File: src/rtl/seg_scan_mux.sv
// Time-multiplexed scanner for a common-anode multi-digit 7-segment display.
// Steps one digit per slot, drives the active-low anode and decimal point, and
// double-buffers new values so they only take effect at a frame boundary.
module seg_scan_mux #(
  parameter int unsigned NUM_DIGITS  = 4,
  parameter int unsigned REFRESH_DIV = 50000,
  parameter int unsigned GUARD       = 500
) (
  input  logic                    clk,
  input  logic                    rst,
  input  logic                    load,
  input  logic [4*NUM_DIGITS-1:0] value,
  input  logic [NUM_DIGITS-1:0]   dp_in,
  input  logic                    blank_lz,
  output logic [3:0]              digit_hex,
  output logic [NUM_DIGITS-1:0]   an_n,
  output logic                    dp_n,
  output logic                    frame_done
);

  localparam int unsigned CNT_W = (REFRESH_DIV > 1) ? $clog2(REFRESH_DIV) : 1;
  localparam int unsigned IDX_W = (NUM_DIGITS > 1) ? $clog2(NUM_DIGITS) : 1;
  localparam int unsigned VAL_W = 4 * NUM_DIGITS;

  typedef struct packed {
    logic [VAL_W-1:0]      val;
    logic [NUM_DIGITS-1:0] dp;
    logic                  lz;
  } snap_t;

  snap_t            active_q;
  snap_t            pending_q;
  snap_t            load_snap;
  logic             pend_v_q;
  logic [CNT_W-1:0] cnt_q;
  logic [IDX_W-1:0] idx_q;
  logic             slot_end;
  logic             frame_end;
  logic [NUM_DIGITS:0] zero_sfx;
  logic             blank;
  logic             lit;

  assign load_snap = '{val: value, dp: dp_in, lz: blank_lz};
  assign slot_end  = (cnt_q == CNT_W'(REFRESH_DIV - 1));
  assign frame_end = slot_end && (idx_q == IDX_W'(NUM_DIGITS - 1));

  // Slot/digit counters and the pending -> active snapshot hand-off.
  always_ff @(posedge clk) begin
    if (rst) begin
      cnt_q     <= '0;
      idx_q     <= '0;
      active_q  <= '0;
      pending_q <= '0;
      pend_v_q  <= 1'b0;
    end else begin
      if (slot_end) begin
        cnt_q <= '0;
        idx_q <= frame_end ? '0 : idx_q + IDX_W'(1);
      end else begin
        cnt_q <= cnt_q + CNT_W'(1);
      end

      if (load) begin
        pending_q <= load_snap;
      end

      // A load on the boundary cycle bypasses pending so it is shown immediately.
      if (frame_end) begin
        pend_v_q <= 1'b0;
        if (load) begin
          active_q <= load_snap;
        end else if (pend_v_q) begin
          active_q <= pending_q;
        end
      end else if (load) begin
        pend_v_q <= 1'b1;
      end
    end
  end

  // zero_sfx[i]: digits i..N-1 have zero nibbles and no decimal point.
  always_comb begin
    zero_sfx             = '0;
    zero_sfx[NUM_DIGITS] = 1'b1;
    for (int i = NUM_DIGITS - 1; i >= 0; i--) begin
      zero_sfx[i] = zero_sfx[i+1] && (active_q.val[4*i +: 4] == 4'h0) && !active_q.dp[i];
    end
  end

  // Digit 0 is never blanked so an all-zero value still shows "0".
  assign blank = active_q.lz && (idx_q != '0) && zero_sfx[idx_q];
  assign lit   = (cnt_q >= CNT_W'(GUARD)) && !blank;

  // Display outputs decoded from registered scan state.
  always_comb begin
    an_n      = '1;
    dp_n      = 1'b1;
    digit_hex = active_q.val[4*idx_q +: 4];
    if (lit) begin
      an_n[idx_q] = 1'b0;
      dp_n        = ~active_q.dp[idx_q];
    end
  end

  assign frame_done = frame_end;

endmodule

File: config.mk
export PLATFORM = sky130hd
export DESIGN_NAME = seg_scan_mux
export DESIGN_NICKNAME = d
export VERILOG_FILES = /design/src/rtl/seg_scan_mux.sv
export SDC_FILE = /design/constraint.sdc
export NUM_CORES = 1
export LEC_CHECK = 0
export CAP_MARGIN = 25
export CELL_PAD_IN_SITES_DETAIL_PLACEMENT = 2
export CELL_PAD_IN_SITES_GLOBAL_PLACEMENT = 2
export CORE_MARGIN = 2
export CORE_UTILIZATION = 38
export CTS_CLUSTER_SIZE = 24
export DETAILED_ROUTE_END_ITERATION = 10
export GPL_TIMING_DRIVEN = 0
export PLACE_DENSITY_LB_ADDON = 0.1
export SYNTH_ARGS = -nofsm -noshare
export SYNTH_HDL_FRONTEND = slang
export SYNTH_SLANG_ARGS = --single-unit
File: constraint.sdc
create_clock -name clk -period 4.5 [get_ports clk]
set_clock_uncertainty 0.1 [all_clocks]
set_input_delay 0.9 -clock clk [delete_from_list [all_inputs] [get_ports clk]]
set_output_delay 0.9 -clock clk [all_outputs]
set_load 0.1 [all_outputs]
Word-level counts from Yosys, hierarchy flattened
Cells that the tools add are included.
{"block": "op_classes", "bitwise_logic": 2, "magnitude_cmp": 4, "shifts": 1, "n_eq_ne": 2, "n_mux": 11, "reduce_logical": 26, "addsub": 2}
{"op": "$mux W21", "count": 2}
{"op": "$add A16 B1 Y16 const B", "count": 1}
{"op": "$eq A16 B16 Y1 const B", "count": 1}
{"op": "$ge A16 B9 Y1 const B", "count": 1}
{"op": "$logic_not A4 Y1", "count": 4}
{"op": "$shiftx A16 B5 Y4", "count": 1}
{"op": "$logic_and A1 B1 Y1", "count": 12}
{"op": "$logic_not A1 Y1", "count": 5}
{"op": "$bmux W1 S2", "count": 2}
{"op": "$lt A2 B4 Y1 const B", "count": 1}
{"op": "$mux W1", "count": 4}
{"op": "$mux W4", "count": 1}
{"op": "$not A4 Y4", "count": 1}
{"op": "$reduce_bool A2 Y1", "count": 2}
{"op": "$reduce_or A2 Y1", "count": 2}
{"op": "$lt A2 B3 Y1 const B", "count": 1}
{"op": "$add A2 B1 Y2 const B", "count": 1}
{"op": "$demux W1 S2", "count": 1}
{"op": "$eq A2 B2 Y1 const B", "count": 1}
{"op": "$ge A2 B1 Y1 const B", "count": 1}
{"op": "$mux W2", "count": 1}
{"op": "$reduce_and A2 Y1", "count": 1}
{"op": "$not A1 Y1", "count": 1}
{"block": "totals", "output_inout_bits": 10, "register_bits": 61, "wordCells": 57}

Longest topological paths before layout
Gate-level depths: netlist of run 1.
{"block": "depth", "word_depth": 14, "ltp_mapped": 7, "depth_no_buf": 6}

Worst setup path after synthesis of run 1
No wires, ideal clock.
{"block": "synth_timing", "kind": "reg-to-output", "from": "reg idx_q[0]", "to": "out an_n[1]", "stages_incl_launch_ff": 8, "path_buffers": 1, "path_slack_ps": 40, "required_ps": 3500, "arrival_time_ps": 3460, "cell_sequence": "dfxtp_1 clkbuf_1 inv_1 ha_1 or4b_2 nor4_1 o21ai_0 o211ai_1"}
{"block": "synth_via", "elab_chain_len": 6, "word_cells_on_any_way": 14}
{"element": "from (decl)", "line": "36", "source": "logic [IDX_W-1:0] idx_q;"}
{"element": "from (signal assigned)", "line": "58", "source": "idx_q <= frame_end ? '0 : idx_q + IDX_W'(1);"}
{"element": "$lt A2 B3 Y1 (implied by the code) (tied with other cells)", "line": "100", "source": "an_n[idx_q] = 1'b0;"}
{"element": "$logic_and A1 B1 Y1 (implied by the code) (tied with other cells)", "line": "100"}
{"element": "$mux W1 (implied by the code) / $logic_and A1 B1 Y1 (equally long branches)", "line": "100, 91"}
{"element": "$demux W1 S2 / $logic_not A1 Y1 (equally long branches)", "line": "100, 92"}
{"element": "$not A4 Y4 (no line) / $logic_and A1 B1 Y1 (equally long branches)"}
{"element": "$mux W4 (*)", "line": "99", "source": "if (lit) begin"}
{"element": "to (decl)", "line": "16", "source": "output logic [NUM_DIGITS-1:0] an_n,"}
Every way passes the cells marked *; elsewhere a longest branch is shown, timed or not. The select of a mux whose other input is x is not followed.

Worst setup path after layout of run 1
{"block": "layout_timing", "from": "reg idx_q[1]", "to": "out an_n[3]"}
Same word-level chain as after synthesis.

==> impl_metrics.tcl, run 1 <==
set metrics [dict create \
    clock_sinks 61 \
    grt_overflow_total 0 \
    die_h_um 89.2 \
    synth_compound_area_frac 0.0213 \
    path_delay_family "buffers and inverters" \
    fin_area_um2 3360 \
    grt_max_degree 11 \
    grt_usage 0.195 \
    grt_pass1_wl_um 11400 \
    syn_to_final_growth_pct 22.0 \
    final_layout_size_suffix_gt1_frac 0.161 \
    rsz0062_at_grt "false" \
    cts_max_path_buffers 2 \
    avgViaCountPerCell 5.03 \
    r2r-end "cnt_q[13]" \
    wl_per_cell_um 17.0 \
    power_density_nw_per_um2 314 \
    route.detailed.drc 0 \
    required_ns 3.50 \
    insertion_delay_ns 0.35 \
    io_pins 34 \
    yosysTopAreaCell "dfxtp_1" \
    critPathLaunchType "flip-flop" \
    slew_viol_final 0 \
    crit_arrival_ns 3.22 \
    fin_nets 336 \
    whs_path_depth 1 \
    die_x_um 89.2 \
    ctsHoldBuffers 0 \
    synth_top_family_by_area "multiplexers" \
    cts_inserted_buffers 9 \
    crit_fanout 8 \
    via_count 2062 \
    status "completed" \
    rows 31 \
    rr_startpoint "cnt_q[11]" \
    muxShareOfSynthArea 0.230 \
    period_needed_ns 4.22 \
    grt_pass1_vias 2252 \
    antenna_found_initial 0 \
    syn_inst 264 \
    post_cts_buffers 0 \
    synth_xor_area_frac 0.0445 \
    met3_usage 0.0489 \
    synth-simple-area-share 0.198 \
    fin_crit_sh 0.938 \
    slew_headroom 0.347 \
    place_area_um2 3190 \
    drt_iter0_markers 30 \
    cts-root-buf "clkbuf_8" \
    antenna_cells 0 \
    leakagePower_nw 1.34 \
    drtPass1Iterations 4 \
    setup.worst_path.class "flip-flop to output port" \
    crit_buf_inv 3 \
    reg2reg_slack_ns 1.82 \
    fmaxAchievable_mhz 237 \
    core_area_um2 7140 \
    dp_hpwl_um 5060 \
    use_met1 0.214 \
    critPathSlowestCell "or4b_2" \
    clkTransAtPathRegs_ns 0.07 \
    setup_viol 0 \
    yosys_warnings 0 \
    fp.dieArea_um2 7950 \
    synth.top_cell.area_share 0.443 \
    hp-class "flip-flop to flip-flop" \
    cap_violations 0 \
    setup_ws_ns 0.278 \
    cp_cell_sequence "clkbuf_1 -> inv_1 -> ha_1 -> or4b_2 -> nor4_1 -> o21ai_0 -> o211ai_1 -> clkdlybuf4s15_2" \
    wl_um 6970 \
    initial_core_util 0.386 \
    holdPathEnd "cnt_q[0]" \
    cts_tree "done" \
    synthAdderAreaFrac 0.0272 \
    top_usage_layer "met2" \
    tightest_slew_ns 0.976 \
    finalHoldViolCount 0 \
    vdd_drop_max_mv 0.132 \
    synth_area_um2 2760 \
    finalWeightedCongestion 0.731 \
    synth_area_leaders "dfxtp_1 (44%), mux2_4 (11%), mux2i_1 (7.6%)" \
    htree_num_levels 3 \
    worst-r2r-cell-count 6 \
    pre_cts_slack_ns -0.171 \
    ant_nets 0 \
    port_buffers 31 \
    yosysSeqAreaShare 0.443 \
    endpoint_kind "output port" \
    avgSynthCellArea_um2 10.4 \
    ys_seq_elements 61 \
    met2_usage 0.356 \
    ys_types 34 \
    syn_nets 294 \
    min-delay-start "cnt_q[0]" \
    total_power_w 0.00105 \
    slowest_delay_ns 0.62 \
]
==> worst max-delay path by stage <==
| stage | cells past startpoint | end | start | slack, ns |
|---|---|---|---|---|
| final | 8 | an_n[3] | idx_q[1] | 0.28 |
| after global routing | 8 | an_n[2] | idx_q[1] | 0.005 |
| after CTS | 8 | an_n[3] | idx_q[1] | 0.24 |
| after detailed placement | 8 | an_n[3] | idx_q[0] | -0.17 |
| after global placement | 8 | an_n[3] | idx_q[0] | -0.15 |
| after floorplan | 7 | an_n[1] | idx_q[0] | 0.04 |
==> layer usage <==
| layer | share of wire | vias to the layer above |
|---|---|---|
| met2 | 0.53 | 28 |
| met3 | 0.032 | 9 |
| met5 | 0 | - |
| met4 | 0.018 | 0 |
| met1 | 0.42 | 1030 |
| li1 | - | 995 |
==> flip-flops by register name, summed over array words and instances, names as in the netlist <==
register / cells
active_q: 21
pend_v_q: 1
idx_q: 2
pending_q: 21
cnt_q: 16
==> synth_stat cells <==
library cell,count
clkbuf_1,11
o21ai_0,2
or4bb_1,1
nor3_1,5
or4_4,2
and2_1,1
o31ai_1,1
buf_6,2
ha_1,6
inv_1,8
nor4_1,8
or4_1,2
nand4_1,3
a21oi_1,2
and3_1,1
xor2_1,2
nand2b_1,1
or3b_4,1
nand2_1,8
dfxtp_1,61
mux2_2,1
nor2b_1,21
nor2_1,43
or4b_2,1
nand4b_1,1
buf_1,1
or3_1,1
nand3_1,5
o211ai_1,3
mux4_2,5
a41oi_1,1
mux2_4,20
xnor2_1,12
mux2i_1,21
==> cells by family (layout without fill, tap and decap cells) <==
logic type | count (synthesis) | after routing
AND/OR/NAND/NOR | 105 | 105
XOR/XNOR | 14 | 14
multiplexers | 47 | 47
AO/OA/AOI/OAI | 9 | 9
buffers and inverters | 22 | 69
adder cells (fa/ha/maj) | 6 | 6
flip-flops | 61 | 61
==> layout by cell type (no fill, tap or decap), types with 2 or more instances in the layout <==
cell	n
or4_4	2
clkbuf_1	12
clkbuf_8	10
mux2_4	20
inv_1	8
clkdlybuf4s50_1	28
nor4_1	8
nand3_1	5
buf_6	2
a21oi_1	2
clkinv_2	3
clkdlybuf4s15_2	2
o21ai_0	2
ha_1	6
nor2_1	43
mux2i_1	21
dfxtp_1	61
nor3_1	5
xnor2_1	12
nand4_1	3
o211ai_1	3
mux4_2	5
xor2_1	2
or4_1	2
nor2b_1	21
nand2_1	8
==> report_power, final <==
| group | leakage [nW] | total (W) | internal (W) | switching [W] |
|---|---|---|---|---|
| Sequential | 0.496 | 0.000560 | 0.000554 | 0.00000595 |
| Clock | 0.0901 | 0.000430 | 0.000213 | 0.000217 |
| Combinational | 0.757 | 0.0000640 | 0.0000321 | 0.0000319 |
| Total | 1.34 | 0.00105 | 0.000799 | 0.000255 |
==> layout make-up <==
cell class / instances / area (um^2)
Sequential cell: 61 / 1220
Clock inverter: 4 / 23.8
Buffer: 14 / 68.8
Inverter: 8 / 30.0
Tap cell: 99 / 124
Timing Repair Buffer: 31 / 313
Clock buffer: 12 / 145
Multi-Input combinational cell: 181 / 1440
Fill cell: 769 / 3770
==> what timing repair did <==
item	4_1_cts	5_1_grt
gates cloned	0	0
gates resized for setup	10	1
endpoints found under the setup margin	3	1
==> metrics by stage <==
step	utilization	TNS [ns]	instances	hold WS (ns)
floorplan	-	0	264	0.342
global placement	0.447	-0.395	394	0.367
detailed placement	0.447	-0.479	394	0.403
CTS	0.471	0	410	0.420
global route	0.471	0	410	0.443
finish	0.471	0	410	0.413
No activity file was read; power rests on OpenSTA's default activity.
==> inputs of run 2 (changes only) <==
CORE_MARGIN = 8   (was 2)
PLACE_DENSITY = 0.9   (was default)
PLACE_DENSITY_LB_ADDON = default   (was 0.1)
==> run 2 against run 1 <==
Against the previous run:
- setup slack worse by 0.035 ns
- clock power increased by 18%
- non-clock buffer count stayed put
- cell count shrank 0.49%
- utilization rose by 0.42 points
- largest cell class unchanged
- maximum frequency decreased by 0.81%
==> impl_metrics.tcl, run 2 (synthesis results as in run 1) <==
set metrics [dict create \
    endpoint_kind "output port" \
    vdd_drop_max_mv 0.123 \
    slew_viol_final 0 \
    core_area_um2 7140 \
    crit_fanout 8 \
    critPathLaunchType "flip-flop" \
    antenna_found_initial 0 \
    ctsHoldBuffers 0 \
    period_needed_ns 4.26 \
    leakagePower_nw 1.36 \
    whs_path_depth 1 \
    finalHoldViolCount 0 \
    grt_pass1_vias 2440 \
    io_pins 34 \
    die_h_um 101 \
    drtPass1Iterations 4 \
    clkTransAtPathRegs_ns 0.07 \
    power_density_nw_per_um2 334 \
    r2r-end "cnt_q[9]" \
    antenna_cells 0 \
    wl_um 7930 \
    final_common_cell "dfxtp_1" \
    tightest_slew_ns 0.991 \
    worst-r2r-cell-count 6 \
    top_regs "active_q: 21 flops, pending_q: 21 flops, cnt_q: 16 flops" \
    crit_arrival_ns 3.26 \
    multiInputGateArea_um2 1440 \
    cp_cell_sequence "clkbuf_1 -> inv_1 -> ha_1 -> or4b_2 -> nor4_1 -> o21ai_0 -> o211ai_1 -> clkdlybuf4s18_2" \
    required_ns 3.50 \
    grt_usage 0.166 \
    grt_pass1_wl_um 12900 \
    final_layout_size_suffix_gt1_frac 0.159 \
    fillers 768 \
    cp.depth 8 \
    syn_to_final_growth_pct 23.1 \
    rr_startpoint "cnt_q[11]" \
    avgViaCountPerCell 5.09 \
    reg2reg_slack_ns 1.74 \
    layout.cells.non_filler 408 \
    setup_viol 0 \
    die_x_um 101 \
    critPathSlowestCell "or4b_2" \
    finalWeightedCongestion 0.764 \
    fin_crit_sh 0.946 \
    wl_per_cell_um 19.4 \
    slew_headroom 0.337 \
    crit_path_start "idx_q[1]" \
    route.detailed.drc 0 \
    grt_max_degree 11 \
    fmaxAchievable_mhz 235 \
    htree_num_levels 3 \
    setup.worst_path.class "flip-flop to output port" \
    slowest_delay_ns 0.61 \
    setup_ws_ns 0.243 \
    pre_cts_slack_ns -0.206 \
    cts_tree "done" \
    drt_iter0_markers 71 \
    insertion_delay_ns 0.34 \
    crit_buf_inv 3 \
    cts_inserted_buffers 9 \
    clock_sinks 61 \
    fp.dieArea_um2 10200 \
    rsz0062_at_grt "false" \
    port_buffers 31 \
    critPathCapture "an_n[3]" \
    grt_overflow_total 0 \
    cts_max_path_buffers 2 \
    cts-root-buf "clkbuf_8" \
    cap_violations 0 \
    rows 31 \
    ant_nets 0 \
    status "completed" \
    dp_hpwl_um 5590 \
    initial_core_util 0.386 \
    fin_nets 336 \
    final_cell_mix "dfxtp_1 (61), nor2_1 (43), clkdlybuf4s50_1 (28)" \
    via_count 2077 \
    path_delay_family "buffers and inverters" \
    post-place-cells 394 \
    hp-class "flip-flop to flip-flop" \
    final-seq-area_um2 1220 \
]
## run 2: changes by cell type in the layout (fill, tap and decap cells not counted), sizes merged
| cell | before | now |
|---|---|---|
| clkbuf | 23 | 24 |
| bufinv | 0 | 1 |
| clkinv | 4 | 0 |
## run 2: what timing repair did
| item | in CTS | in global routing |
|---|---|---|
| gates cloned | 0 | 0 |
| pin swaps | 0 | 0 |
| resized for setup | 10 | 2 |
| buffers inserted | 0 | 0 |
| endpoints found under the setup margin | 3 | 3 |
## run 2: worst min-delay path by stage
stage                   from  endpoint  slack, ns
finish              cnt_q[0]  cnt_q[0]       0.39
CTS                 cnt_q[0]  cnt_q[0]       0.39
global placement    cnt_q[0]  cnt_q[0]       0.36
detailed placement  cnt_q[0]  cnt_q[0]       0.38
floorplan           cnt_q[0]  cnt_q[0]       0.34
global route        cnt_q[0]  cnt_q[0]       0.42
## run 2: power by group
part | internal, W | switching (W) | total, W
combinational | 0.0000322 | 0.0000337 | 0.0000659
sequential | 0.000554 | 0.00000610 | 0.000560
clock | 0.000295 | 0.000210 | 0.000506
## run 2: metal layers
metal,global-route usage,share of wire,vias to the layer above
li1,-,-,985
met1,0.187,0.44,1046
met2,0.298,0.51,33
met3,0.0337,0.028,13
met4,0.0676,0.020,0
met5,0,0,-
## run 2: worst reg2reg max path, delay by kind of cell (launching register included)
family,cells,cell delay [ns]
simple gates,4,1.37
flops,1,0.37
buf+inv,2,0.78
## run 2: metrics by stage
stage	cell area (um^2)	hold WS, ns	setup TNS [ns]	total power [W]	utilization
6_report	3390	0.386	0	0.00113	0.475
5_1_grt	3390	0.425	0	0.00117	0.475
4_1_cts	3390	0.390	0	0.00114	0.475
3_5_place_dp	3190	0.375	-0.509	0.000639	0.447
3_3_place_gp	3190	0.357	-0.318	0.000633	0.447
2_1_floorplan	2760	0.342	0	0.000605	-
## run 2: area by class of cell
class	instances	share of cell area
Buffer	14	0.0203
Clock buffer	13	0.0498
Clock inverter	1	0.00885
Inverter	8	0.00885
Multi-Input combinational cell	181	0.423
Sequential cell	61	0.360
Tap cell	99	0.0365
Timing Repair Buffer	31	0.0922
==> inputs of run 3 (changes only) <==
CORE_UTILIZATION = 32   (was 38)
GPL_ROUTABILITY_DRIVEN = 0   (was default)
PLACE_DENSITY = 0.82   (was 0.9)
clock period = 3.71 ns   (was 4.5 ns; I/O delays follow)
==> run 3 against run 2 <==
Against the previous run:
- power increased by 19%
- worst hold slack better by 0.033 ns
- largest cell class unchanged
- critical path depth unchanged
- cell area up 0.48%
- sequential power increased by 21%
- clock power is 15% higher
- register-to-register slack got worse by 0.72 ns
- clock-buffer cell count shrank 2
- setup slack lost 0.084 ns
==> impl_metrics.tcl, run 3 (synthesis results as in run 1) <==
set metrics [dict create \
    cts_tree "done" \
    slew_headroom 0.346 \
    drtPass1Iterations 3 \
    whs_ns 0.418 \
    grt_overflow_total 0 \
    dp_hpwl_um 5410 \
    via_count 2063 \
    syn_to_final_growth_pct 23.7 \
    rsz0062_at_grt "false" \
    layout.cells.non_filler 419 \
    avgViaCountPerCell 4.92 \
    cts-root-buf "clkbuf_8" \
    hp-class "flip-flop to flip-flop" \
    fp.dieArea_um2 11800 \
    slew_viol_final 0 \
    fmaxAchievable_mhz 282 \
    crit_fanout 9 \
    antenna_cells 0 \
    finalHoldViolCount 0 \
    core_area_um2 8550 \
    wl_um 7760 \
    status "completed" \
    setup.worst_path.class "flip-flop to output port" \
    grt_usage 0.140 \
    vdd_drop_max_mv 0.130 \
    route.detailed.drc 0 \
    clkTransAtPathRegs_ns 0.07 \
    period_needed_ns 3.55 \
    final_cell_mix "dfxtp_1 (59), nor2_1 (43), clkdlybuf4s50_1 (25)" \
    cap_violations 0 \
    final_layout_size_suffix_gt1_frac 0.196 \
    ctsHoldBuffers 0 \
    clock_sinks 61 \
    tightest_slew_ns 0.978 \
    grt_pass1_vias 2384 \
    fin_crit_sh 0.957 \
    top_regs "active_q: 21 flops, pending_q: 21 flops, cnt_q: 16 flops" \
    required_ns 2.87 \
    initial_core_util 0.322 \
    insertion_delay_ns 0.34 \
    cts_inserted_buffers 9 \
    endpoint_kind "output port" \
    io_pins 34 \
    htree_num_levels 3 \
    power_density_nw_per_um2 394 \
    crit_arrival_ns 2.71 \
    ant_nets 0 \
    leakagePower_nw 1.36 \
    critPathLaunchType "flip-flop" \
    post-place-cells 403 \
    rows 34 \
    drt_iter0_markers 61 \
    port_buffers 31 \
    final_common_cell "dfxtp_1" \
    cts_max_path_buffers 2 \
    fin_nets 336 \
    wl_per_cell_um 18.5 \
    setup_ws_ns 0.160 \
    grt_max_degree 11 \
    grt_pass1_wl_um 12600 \
    pre_cts_slack_ns -0.162 \
    setup_viol 0 \
    die_x_um 109 \
    die_h_um 109 \
    antenna_found_initial 0 \
]
-- run 3: layer usage --
layer / vias to the layer above / routed length (um) / track usage / part of all wire
met2: 36 / 4110 / 0.258 / 0.53
met3: 19 / 255 / 0.0331 / 0.033
li1: 984 / - / - / -
met5: - / 0 / 0 / 0
met1: 1024 / 3200 / 0.146 / 0.41
met4: 0 / 195 / 0.0704 / 0.025
-- run 3: final cells by class --
type | instances | area [um^2]
Buffer | 14 | 87.6
Clock buffer | 11 | 141
Clock inverter | 5 | 50.0
Fill cell | 903 | 5140
Inverter | 8 | 32.5
Multi-Input combinational cell | 181 | 1460
Sequential cell | 61 | 1220
Tap cell | 108 | 135
Timing Repair Buffer | 31 | 280
-- run 3: worst paths after layout --
| kind | cells past startpoint | start | end | slack, ns |
|---|---|---|---|---|
| worst max-delay path | 8 | idx_q[0] | an_n[3] | 0.16 |
| worst min-delay path | 1 | cnt_q[0] | cnt_q[0] | 0.42 |
| worst max register to register | 7 | cnt_q[0] | cnt_q[9] | 1.02 |
| worst min register to register | 1 | cnt_q[0] | cnt_q[0] | 0.42 |
-- run 3: power breakdown --
part / total (W) / switching, W / internal (W)
Combinational: 0.0000788 / 0.0000396 / 0.0000392
Clock: 0.000584 / 0.000260 / 0.000324
Sequential: 0.000679 / 0.00000732 / 0.000672
Total: 0.00134 / 0.000307 / 0.00103
-- run 3: metrics by stage --
step | cell area [um^2] | utilization | power [W] | setup TNS, ns
final | 3410 | 0.399 | 0.00134 | 0
after global routing | 3410 | 0.399 | 0.00140 | 0
after CTS | 3440 | 0.402 | 0.00136 | 0
after detailed placement | 3240 | 0.379 | 0.000773 | -0.474
after global placement | 3240 | 0.379 | 0.000768 | -0.291
after floorplan | 2800 | - | 0.000733 | -0.268
-- run 3: critical path, cell delays in order (launching register included) --
cell and delay [ns]:
dfxtp_2 0.35, clkbuf_8 0.19, inv_4 0.06, ha_4 0.15, or4b_4 0.47, nor4_1 0.27
o21ai_1 0.19, o211ai_1 0.22, buf_2 0.47
-- run 3: timing repair --
item / 4_1_cts / 5_1_grt
pin swaps: 0 / 0
gates cloned: 0 / 0
setup buffers: 0 / 0
gates resized for setup: 18 / 7
setup endpoints to repair: 6 / 6
